File: config.mk
export PLATFORM = sky130hd
export DESIGN_NAME = butterfly_dit_seq_flat
export DESIGN_NICKNAME = d
export VERILOG_FILES = /design/src/rtl/butterfly_dit_seq_if.sv /design/src/rtl/butterfly_dit_seq.sv /design/src/flat_wrapper.sv
export SDC_FILE = /design/constraint.sdc
export NUM_CORES = 1
export LEC_CHECK = 0
export BUFFER_PORTS_ARGS = -buffer_cell sky130_fd_sc_hd__buf_4
export CAP_MARGIN = 20
export CELL_PAD_IN_SITES_DETAIL_PLACEMENT = 1
export CELL_PAD_IN_SITES_GLOBAL_PLACEMENT = 1
export CORE_MARGIN = 8
export CORE_UTILIZATION = 44
export CTS_CLUSTER_SIZE = 14
export DETAILED_ROUTE_END_ITERATION = 10
export PLACE_DENSITY_LB_ADDON = 0.1
export SLEW_MARGIN = 10
export SYNTH_ARGS = -nofsm -noshare
export SYNTH_HDL_FRONTEND = slang
export SYNTH_SLANG_ARGS = --single-unit
export TNS_END_PERCENT = 5
File: constraint.sdc
create_clock -name clk -period 7.8 [get_ports clk]
set_input_delay 1.17 -clock clk [delete_from_list [all_inputs] [get_ports clk]]
set_output_delay 1.17 -clock clk [all_outputs]
set_load 0.02 [all_outputs]
File: src/rtl/butterfly_dit_seq_if.sv
// Operand/result handshake bundle for the sequential DIT butterfly.
interface butterfly_dit_seq_if;
    localparam int unsigned DW = 16;

    logic                 in_valid;
    logic                 in_ready;
    logic signed [DW-1:0] xa_re;
    logic signed [DW-1:0] xa_im;
    logic signed [DW-1:0] xb_re;
    logic signed [DW-1:0] xb_im;
    logic signed [DW-1:0] W_re;
    logic signed [DW-1:0] W_im;

    logic                 out_valid;
    logic                 out_ready;
    logic signed [DW-1:0] Xa_re;
    logic signed [DW-1:0] Xa_im;
    logic signed [DW-1:0] Xb_re;
    logic signed [DW-1:0] Xb_im;

    modport master (
        output in_valid, xa_re, xa_im, xb_re, xb_im, W_re, W_im, out_ready,
        input  in_ready, out_valid, Xa_re, Xa_im, Xb_re, Xb_im
    );

    modport slave (
        input  in_valid, xa_re, xa_im, xb_re, xb_im, W_re, W_im, out_ready,
        output in_ready, out_valid, Xa_re, Xa_im, Xb_re, Xb_im
    );
endinterface

File: src/rtl/butterfly_dit_seq.sv
// Sequential radix-2 DIT butterfly: Xa = xa + W*xb, Xb = xa - W*xb using one
// time-shared 16x16 multiplier (four products, then one add/subtract cycle).
module butterfly_dit_seq #(
    parameter bit INVERSE = 1'b0,
    parameter bit SCALE   = 1'b0
) (
    input  logic               clk,
    input  logic               rst_n,
    butterfly_dit_seq_if.slave bus
);
    localparam int unsigned DW = 16;
    localparam int unsigned EW = DW + 1;
    localparam int unsigned PW = 2 * DW;

    localparam logic signed [EW-1:0] POS_LIM = 17'sd32767;
    localparam logic signed [EW-1:0] NEG_LIM = -17'sd32767;
    localparam logic signed [DW-1:0] SAT_HI  = 16'sd32767;
    localparam logic signed [DW-1:0] SAT_LO  = -16'sd32767;

    typedef enum logic [2:0] {IDLE, MUL0, MUL1, MUL2, MUL3, SUM, OUT} state_t;

    state_t state;
    state_t state_nxt;

    logic accept;
    logic out_take;
    logic load_out;

    logic signed [DW-1:0] xa_re_q, xa_im_q, xb_re_q, xb_im_q, w_re_q, w_im_q;
    logic signed [DW-1:0] p0, p1, p2, p3;
    logic signed [DW-1:0] mul_a, mul_b, mul_hi, wi_in;
    logic signed [PW-1:0] mul_prod;
    logic signed [DW-1:0] t_re, t_im, ra_re, ra_im, rb_re, rb_im;

    // Symmetric saturation of a 17-bit intermediate to 16 bits (-32767..32767).
    function automatic logic signed [DW-1:0] sat(input logic signed [EW-1:0] v);
        if (v > POS_LIM) begin
            return SAT_HI;
        end else if (v < NEG_LIM) begin
            return SAT_LO;
        end else begin
            return DW'(v);
        end
    endfunction

    // State register.
    always_ff @(posedge clk or negedge rst_n) begin
        if (!rst_n) begin
            state <= IDLE;
        end else begin
            state <= state_nxt;
        end
    end

    // Next-state logic: four multiply cycles, one sum cycle, then hold in OUT.
    always_comb begin
        state_nxt = state;
        case (state)
            IDLE: if (bus.in_valid) state_nxt = MUL0;
            MUL0: state_nxt = MUL1;
            MUL1: state_nxt = MUL2;
            MUL2: state_nxt = MUL3;
            MUL3: state_nxt = SUM;
            SUM:  state_nxt = OUT;
            OUT:  if (bus.out_ready) state_nxt = bus.in_valid ? MUL0 : IDLE;
            default: state_nxt = IDLE;
        endcase
    end

    // FSM outputs: handshake and datapath load strobes.
    always_comb begin
        bus.in_ready = 1'b0;
        out_take     = 1'b0;
        load_out     = 1'b0;
        case (state)
            IDLE: bus.in_ready = 1'b1;
            SUM:  load_out     = 1'b1;
            OUT: begin
                bus.in_ready = bus.out_ready;
                out_take     = bus.out_ready;
            end
            default: ;
        endcase
        accept = bus.in_ready & bus.in_valid;
    end

    // Conjugated twiddle imaginary part, resolved once at capture time.
    always_comb begin
        wi_in = INVERSE ? sat(-EW'(bus.W_im)) : bus.W_im;
    end

    // Multiplier operand selection per multiply cycle; keep product bits [31:16].
    always_comb begin
        mul_a = xb_re_q;
        mul_b = w_re_q;
        case (state)
            MUL1: begin mul_a = xb_im_q; mul_b = w_im_q; end
            MUL2: begin mul_a = xb_re_q; mul_b = w_im_q; end
            MUL3: begin mul_a = xb_im_q; mul_b = w_re_q; end
            default: ;
        endcase
        mul_prod = PW'(mul_a) * PW'(mul_b);
        mul_hi   = DW'(mul_prod >>> DW);
    end

    // Complex twiddle product, add/subtract against xa, optional halving.
    always_comb begin
        t_re  = sat(EW'(p0) - EW'(p1));
        t_im  = sat(EW'(p2) + EW'(p3));
        ra_re = sat(EW'(xa_re_q) + EW'(t_re));
        ra_im = sat(EW'(xa_im_q) + EW'(t_im));
        rb_re = sat(EW'(xa_re_q) - EW'(t_re));
        rb_im = sat(EW'(xa_im_q) - EW'(t_im));
        if (SCALE) begin
            ra_re = ra_re >>> 1;
            ra_im = ra_im >>> 1;
            rb_re = rb_re >>> 1;
            rb_im = rb_im >>> 1;
        end
    end

    // Operand capture, product registers and registered results.
    always_ff @(posedge clk or negedge rst_n) begin
        if (!rst_n) begin
            xa_re_q       <= '0;
            xa_im_q       <= '0;
            xb_re_q       <= '0;
            xb_im_q       <= '0;
            w_re_q        <= '0;
            w_im_q        <= '0;
            p0            <= '0;
            p1            <= '0;
            p2            <= '0;
            p3            <= '0;
            bus.out_valid <= 1'b0;
            bus.Xa_re     <= '0;
            bus.Xa_im     <= '0;
            bus.Xb_re     <= '0;
            bus.Xb_im     <= '0;
        end else begin
            if (accept) begin
                xa_re_q <= bus.xa_re;
                xa_im_q <= bus.xa_im;
                xb_re_q <= bus.xb_re;
                xb_im_q <= bus.xb_im;
                w_re_q  <= bus.W_re;
                w_im_q  <= wi_in;
            end
            case (state)
                MUL0: p0 <= mul_hi;
                MUL1: p1 <= mul_hi;
                MUL2: p2 <= mul_hi;
                MUL3: p3 <= mul_hi;
                default: ;
            endcase
            if (load_out) begin
                bus.Xa_re     <= ra_re;
                bus.Xa_im     <= ra_im;
                bus.Xb_re     <= rb_re;
                bus.Xb_im     <= rb_im;
                bus.out_valid <= 1'b1;
            end else if (out_take) begin
                bus.out_valid <= 1'b0;
            end
        end
    end
endmodule

File: src/flat_wrapper.sv
// flat-port wrapper written by rule: the top's interface ports become plain ports
module butterfly_dit_seq_flat 
#(
    parameter bit INVERSE = 1'b0,
    parameter bit SCALE   = 1'b0
)
  (clk, rst_n, bus_in_valid, bus_xa_re, bus_xa_im, bus_xb_re, bus_xb_im, bus_W_re, bus_W_im, bus_out_ready, bus_in_ready, bus_out_valid, bus_Xa_re, bus_Xa_im, bus_Xb_re, bus_Xb_im);
  butterfly_dit_seq_if bus_i ();
  input  logic clk;
  input  logic rst_n;
  input wire logic [$bits(bus_i.in_valid)-1:0] bus_in_valid;
  input wire logic [$bits(bus_i.xa_re)-1:0] bus_xa_re;
  input wire logic [$bits(bus_i.xa_im)-1:0] bus_xa_im;
  input wire logic [$bits(bus_i.xb_re)-1:0] bus_xb_re;
  input wire logic [$bits(bus_i.xb_im)-1:0] bus_xb_im;
  input wire logic [$bits(bus_i.W_re)-1:0] bus_W_re;
  input wire logic [$bits(bus_i.W_im)-1:0] bus_W_im;
  input wire logic [$bits(bus_i.out_ready)-1:0] bus_out_ready;
  output wire logic [$bits(bus_i.in_ready)-1:0] bus_in_ready;
  output wire logic [$bits(bus_i.out_valid)-1:0] bus_out_valid;
  output wire logic [$bits(bus_i.Xa_re)-1:0] bus_Xa_re;
  output wire logic [$bits(bus_i.Xa_im)-1:0] bus_Xa_im;
  output wire logic [$bits(bus_i.Xb_re)-1:0] bus_Xb_re;
  output wire logic [$bits(bus_i.Xb_im)-1:0] bus_Xb_im;
  assign bus_i.in_valid = bus_in_valid;
  assign bus_i.xa_re = bus_xa_re;
  assign bus_i.xa_im = bus_xa_im;
  assign bus_i.xb_re = bus_xb_re;
  assign bus_i.xb_im = bus_xb_im;
  assign bus_i.W_re = bus_W_re;
  assign bus_i.W_im = bus_W_im;
  assign bus_i.out_ready = bus_out_ready;
  assign bus_in_ready = bus_i.in_ready;
  assign bus_out_valid = bus_i.out_valid;
  assign bus_Xa_re = bus_i.Xa_re;
  assign bus_Xa_im = bus_i.Xa_im;
  assign bus_Xb_re = bus_i.Xb_re;
  assign bus_Xb_im = bus_i.Xb_im;
  butterfly_dit_seq #(.INVERSE(INVERSE), .SCALE(SCALE)) u_core (.clk(clk), .rst_n(rst_n), .bus(bus_i));
endmodule
==> summary.md, run 1 <==
| Metric | Value |
|---|---|
| Root Driver | clkbuf_16 |
| CP Class | reg -> reg |
| FF+latch count, synth | approximately 230 |
| R2r worst-path depth | 24 |
| Initial drt markers | 848 |
| Critical Path Max Stage Delay | between 0.5 and 0.6 ns |
| Worst path most repeated cell | fa_1 |
| Cells after synthesis | 2659 |
| Initial Utilization | 0.446 |
| Startpoint Class | flip-flop |
| Die area | 63800 um2 |
| Grt ovf | 0 |
| Dpl hpwl | about 63000 um |
| Layout cell share with drive strength beyond 1 | 0.152 |
| Chip width | roughly 250 um |
| Via-per-instance ratio | 5.54 |
| Post-route ant nets | 0 |
| Max Clock Skew | ~0.011 ns |
| Ys flop type | dfrtp_1 |
| Clock tree sinks | 228 |
| CTS clk-pin slew, worst paths | 0.06 ns |
| Worst-Skew Late Latency | roughly 0.58 ns |
| Post-layout nets | 3359 |
| Max Cap Violations | 0 |
| RSZ-0062 raised after global routing | no |
| Hold Fails Final Rpt | 0 |
| Worst Hold Class | reg -> reg |
| Vias | 19700 |
| Sequential area share after synthesis | 0.232 |
| Worst slew margin | 0.202 |
| Cell variety after synth | 90 |
| Cell breakdown of the critical path | nor3b_1, buf_4, nor2_4, buf_4, mux2_2, nand2_1, fa_1, inv_1, fa_1, inv_1, fa_1, fa_1, inv_1, fa_1, fa_1, ha_1, a221o_1, or3_1, a31o_2, nand3_2, a211oi_1, or2_2, a311oi_4, o21ai_0 |
| Final Cycle Share | 0.955 |
| Outcome | completed |
| Setup violations, final | 0 |
| CTS tree | built |
| Syn nets | 3215 |
| Vias in the first global route | 21800 |
| WL/cell | around 21 um |
| PortBufs | approximately 170 |
| Ys Warns | 0 |
| Ant. Diodes | 0 |
| Crit-path slowest cell | fa_1 |
| Worst EP required | 8.23 ns |
| Bufs and invs on worst path | 5 |
| Layout area overhead | 12.8% |
| Cell Rows | 86 |
| IO Count | 166 |
| Setup TNS | 0 ns |
| Commonest non-fill, non-tap cell in the layout | inv_1 |
| DRC viols | 0 |
| Post-Route WL | 75900 um |
| Final Max Slew Viols | 0 |
| Hold endpoint | u_core.bus.Xb_im[12]$_DFFE_PN0P_ |
| Hold buffer count at cts | 0 |
| Number of synthesized flops with an enable pin | 0 |
| GRT Total Usage | 0.236 |
| Critical Path End Type | flip-flop |
| Hold Crit Depth | 2 |
| CTS H-tree depth | 1 |
| Initial antenna violation count | 2 |
| Worst slew pin tran | 1.18 ns |
| Max Fclk | between 100 and 150 MHz |
| Crit Path Max Fanout | 11 |
| Reg-to-Reg End | u_core.p2[13]$_DFFE_PN0N_ |
| Hold Path Origin | u_core.bus.Xb_im[12]$_DFFE_PN0P_ |
| Largest net degree at the start of global routing | 119 |
| Clk buf depth | 3 |
| Most frequent cells in the layout | 353 x inv_1, 306 x nand2_1, 265 x fa_1 |
| Cell area after synthesis | 24600 um2 |
| CP Data Arrival Time | 7.87 ns |
| Minimum clock period | between 7 and 8 ns |
| Syn avg cell area | 9.26 um2 |
| Core Area | 55200 um2 |
| First-pass GRT wire length | 121000 um |
| GPL Wtd Cong | 0.882 |
| CTS Buf Count | 26 |
| DR pass1 iterations | 5 |
| Flop2flop setup slack | 0.35 ns |
| Asr flop ratio synth | 1.00 |
| Worst path top cell family by delay | adder cells |
| Die height | ~250 um |
| R2R Path Start | u_core.state[0]$_DFFE_PN0P_ |
[cells by family after synthesis]
logic type                 synth area share
buffers and inverters                0.0712
and+or+nand+nor                       0.133
muxes                                0.0667
adders and majority gates             0.316
xor gates and xnor gates             0.0298
DFF                                   0.232
AOI/OAI and AO/OA                     0.151
[cell type report]
| class | instances | area (um2) |
|---|---|---|
| Fill cell | 6361 | 27400 |
| Sequential cell | 228 | 5710 |
| Clock inverter | 6 | 97.6 |
| Inverter | 355 | 1340 |
| Tap cell | 748 | 936 |
| Multi-Input combinational cell | 1969 | 17300 |
| Clock buffer | 35 | 724 |
| Timing Repair Buffer | 223 | 1700 |
[worst reg2reg max path, delay by kind of cell, from the launching register on]
family,cells,cell delay [ns]
AND/OR/NAND/NOR,6,1.23
multiplexers,1,0.46
AO/OA/AOI/OAI,5,1.18
buffers and inverters,5,0.52
adder cells (fa/ha/maj),7,3.44
flip-flops,1,0.48
[how the worst max path moves through the flow]
stage / start / endpoint / slack, ns / depth (start not counted)
final: u_core.state[0]$_DFFE_PN0P_ / u_core.p2[13]$_DFFE_PN0N_ / 0.35 / 24
after CTS: u_core.state[0]$_DFFE_PN0P_ / u_core.p2[15]$_DFFE_PN0N_ / 0.03 / 27
after global placement: u_core.state[0]$_DFFE_PN0P_ / u_core.p2[13]$_DFFE_PN0N_ / 0.32 / 26
after detailed placement: u_core.state[0]$_DFFE_PN0P_ / u_core.p2[15]$_DFFE_PN0N_ / 0.05 / 28
after global routing: u_core.state[2]$_DFFE_PN0P_ / u_core.p0[14]$_DFFE_PN0P_ / 0.001 / 22
after floorplan: u_core.state[0]$_DFFE_PN0P_ / u_core.p0[13]$_DFFE_PN0P_ / 0.42 / 28
[through the flow]
step / hold WS, ns / instance area [um2] / setup WS, ns / util / instances
floorplan: 0.449 / 24600 / 0.416 / - / 2659
global placement: 0.456 / 26800 / 0.317 / 0.486 / 3518
detailed placement: 0.463 / 26800 / 0.0514 / 0.486 / 3518
CTS: 0.476 / 27600 / 0.0290 / 0.501 / 3559
global route: 0.507 / 27800 / 0.00105 / 0.503 / 3564
finish: 0.467 / 27800 / 0.353 / 0.503 / 3564
[cell usage after synthesis, types with 20 or more instances]
library cell  number  area share
xor2_1            28       0.010
o21ai_0          122       0.025
ha_1             189       0.096
mux2_2           121       0.055
nand3_1           31      0.0063
and2_1            32      0.0081
o22ai_1           22      0.0056
nor2_1           177       0.027
o211ai_1          23      0.0070
dfrtp_1          228        0.23
inv_1            354       0.054
a21oi_1          123       0.025
nand2_1          307       0.047
nand2b_1          20      0.0051
nand4_1           21      0.0053
clkbuf_1          93       0.014
a21o_1            48       0.015
o21a_1            25      0.0076
o31ai_1           26      0.0079
xnor2_1           54       0.019
nor3_1            28      0.0057
mux2i_1           28       0.011
a211oi_1          21      0.0064
fa_1             267        0.22
[metal layers]
| metal | wire length (um) | share of wire | vias up | GRT usage |
|---|---|---|---|---|
| met4 | 2890 | 0.038 | 2 | 0.0815 |
| met1 | 32300 | 0.43 | 10000 | 0.295 |
| li1 | - | - | 9232 | - |
| met3 | 2730 | 0.036 | 118 | 0.0269 |
| met2 | 38000 | 0.50 | 348 | 0.419 |
| met5 | 13 | 0.00017 | - | 0 |
[timing repair]
item | in CTS | in global routing
gates resized for setup | 0 | 20
endpoints found under the hold margin | 0 | 0
setup buffers | 0 | 4
endpoints found under the setup margin | 0 | 42
Power of run 1 is left out: the tool's default activity adds up to more than one toggle a clock period on the data nets, which glitch-free logic cannot reach.
==> inputs of run 2 (changes only) <==
- BUFFER_PORTS_ARGS: -buffer_cell sky130_fd_sc_hd__buf_4 -> unset
- CORE_UTILIZATION: 44 -> 45
- DONT_BUFFER_PORTS: unset -> 1
- clock period: 7.8 -> 8.39 ns (I/O delays scaled with it)
==> summary.md, run 2 (synthesized netlist as in run 1, its figures left out) <==
| Metric | Value |
|---|---|
| Finished Core Util | 0.487 (was 0.503) |
| Max Fclk | 125 MHz (was 134 MHz) |
| Worst-Skew Late Latency | 0.58 ns (about the same) |
| CTS clk-pin slew, worst paths | 0.06 ns (about the same) |
| Largest net degree at the start of global routing | 229 (was 119) |
| Minimum clock period | 7.97 ns (was 7.45 ns) |
| Post-Layout Cell Count | 3341 (was 3564) |
| Vias | 19100 (was 19700) |
| WL/cell | 21.8 um (was 21.3 um) |
| Core Area | 53900 um2 (was 55200 um2) |
| Max Clock Skew | 0.0263 ns (was 0.0112 ns) |
| PortBufs | 0 (was 165) |
| Clock tree sinks | 228 (unchanged) |
| Clk buf depth | 3 (unchanged) |
| Layout area overhead | 6.69% (was 12.8%) |
| Hold Fails Final Rpt | 0 (unchanged) |
| Post-layout nets | 3182 (was 3359) |
| CTS Buf Count | 27 (was 26) |
| Dpl hpwl | 60200 um (was 62800 um) |
| Max Cap Violations | 0 (unchanged) |
| Placed Cells | 3291 (was 3518) |
| Die area | 62400 um2 (was 63800 um2) |
| Chip width | 250 um (was 253 um) |
| Via-per-instance ratio | 5.71 (was 5.54) |
| RSZ-0062 raised after global routing | no (unchanged) |
| Cell Rows | 85 (was 86) |
| Initial Utilization | 0.456 (was 0.446) |
| Final Max Slew Viols | 0 (unchanged) |
| Initial drt markers | 825 (was 848) |
| Vias in the first global route | 20900 (was 21800) |
| Post-CTS Setup Bufs | 0 (unchanged) |
| IO Count | 166 (unchanged) |
| Initial antenna violation count | 0 (was 2) |
| Worst slew margin | 0.290 (was 0.202) |
| Worst Hold Class | in -> async (was reg -> reg) |
| GRT Total Usage | 0.232 (was 0.236) |
| CP Data Arrival Time | 8.38 ns (was 7.87 ns) |
| Setup TNS | 0 ns (unchanged) |
| DRC viols | 0 (unchanged) |
| CTS tree | built (unchanged) |
| Startpoint Class | flip-flop (unchanged) |
| Die height | 250 um (was 253 um) |
| CTS H-tree depth | 1 (unchanged) |
| DR pass1 iterations | 5 (unchanged) |
| First-pass GRT wire length | 118000 um (was 121000 um) |
| Root Driver | clkbuf_16 (unchanged) |
| Commonest non-fill, non-tap cell in the layout | inv_1 (unchanged) |
| # fillers | 6178 (was 6361) |
| GPL Wtd Cong | 0.891 (was 0.882) |
| Hold slack | 0.391 ns (was 0.467 ns) |
| Worst slew pin tran | 1.05 ns (was 1.18 ns) |
| CP Class | reg -> reg (unchanged) |
| Most frequent cells in the layout | 354 x inv_1, 306 x nand2_1, 267 x fa_1 (was 353 x inv_1, 306 x nand2_1, 265 x fa_1) |
| Critical Path End Type | flip-flop (unchanged) |
| Crit Path Max Fanout | 14 (was 11) |
| Final Cycle Share | 0.950 (was 0.955) |
| Post-route ant nets | 0 (unchanged) |
| Outcome | completed (unchanged) |
| Post-Route WL | 72900 um (was 75900 um) |
| Layout cell share with drive strength beyond 1 | 0.0923 (was 0.152) |
| Worst EP required | 8.80 ns (was 8.23 ns) |
| Grt ovf | 0 (unchanged) |
| Setup violations, final | 0 (unchanged) |
-- run 2: cell count changes in the layout (fill, tap and decap cells not counted), moves of 5 or more --
cell | before | now
mux2_4 | 8 | 0
buf_4 | 219 | 43
clkbuf_1 | 5 | 10
mux2_2 | 113 | 121
-- run 2: worst max-delay path, stage by stage, from the launching register on --
cell	delay [ns]
dfrtp_1	0.56
nor3b_1	0.10
buf_4	0.18
nor2_4	0.36
mux2_2	0.50
nand2_1	0.14
inv_1	0.10
fa_1	0.59
fa_1	0.59
inv_1	0.34
fa_1	0.51
fa_1	0.57
fa_1	0.43
fa_1	0.49
inv_1	0.05
ha_1	0.33
a21o_1	0.18
a21o_1	0.18
a21o_1	0.24
a21o_1	0.19
a21oi_1	0.19
o21ai_0	0.17
or2_2	0.33
a311oi_2	0.34
o21ai_0	0.16
-- run 2: final timing paths --
kind                                             start                               to  slack (ns)  depth (start not counted)
setup / recovery           u_core.state[1]$_DFFE_PN0P_        u_core.p2[13]$_DFFE_PN0N_        0.42                         24
hold reg to reg              u_core.p3[15]$_DFFE_PN0N_        u_core.p3[15]$_DFFE_PN0N_        0.48                          2
min in group clk             u_core.p3[15]$_DFFE_PN0N_        u_core.p3[15]$_DFFE_PN0N_        0.48                          2
max in group asynchronous                        rst_n     u_core.w_re_q[5]$_DFFE_PN0P_        7.71                          0
hold / removal                                   rst_n  u_core.bus.Xb_im[8]$_DFFE_PN0P_        0.39                          0
setup reg to reg           u_core.state[1]$_DFFE_PN0P_        u_core.p2[13]$_DFFE_PN0N_        0.42                         24
-- run 2: what timing repair did --
| item | 4_1_cts | 5_1_grt |
|---|---|---|
| resized for setup | 0 | 1 |
| hold buffers | 0 | 0 |
| setup endpoints to repair | 0 | 4 |
-- run 2: layout make-up --
cell class	instances	area, um2	share of cell area
Antenna cell	1	2.50	0.0000953
Tap cell	696	871	0.0332
Sequential cell	228	5710	0.217
Inverter	355	1330	0.0507
Clock inverter	6	61.3	0.00233
Multi-Input combinational cell	1969	17200	0.654
Timing Repair Buffer	45	333	0.0127
Clock buffer	41	768	0.0293
-- run 2: metrics by stage --
step	setup WS, ns	cell area (um2)
floorplan	1.01	24600
CTS	0.423	26200
detailed placement	0.407	25400
global placement	0.659	25400
global route	0.0204	26300
finish	0.418	26300
-- run 2: routing by layer --
layer	vias to the layer above	routed length, um	global-route usage
met3	89	2930	0.0310
met2	344	36500	0.413
met1	9755	31700	0.294
met5	-	0	0
met4	0	1700	0.0560
li1	8882	-	-
Power of run 2 is left out for the same reason.
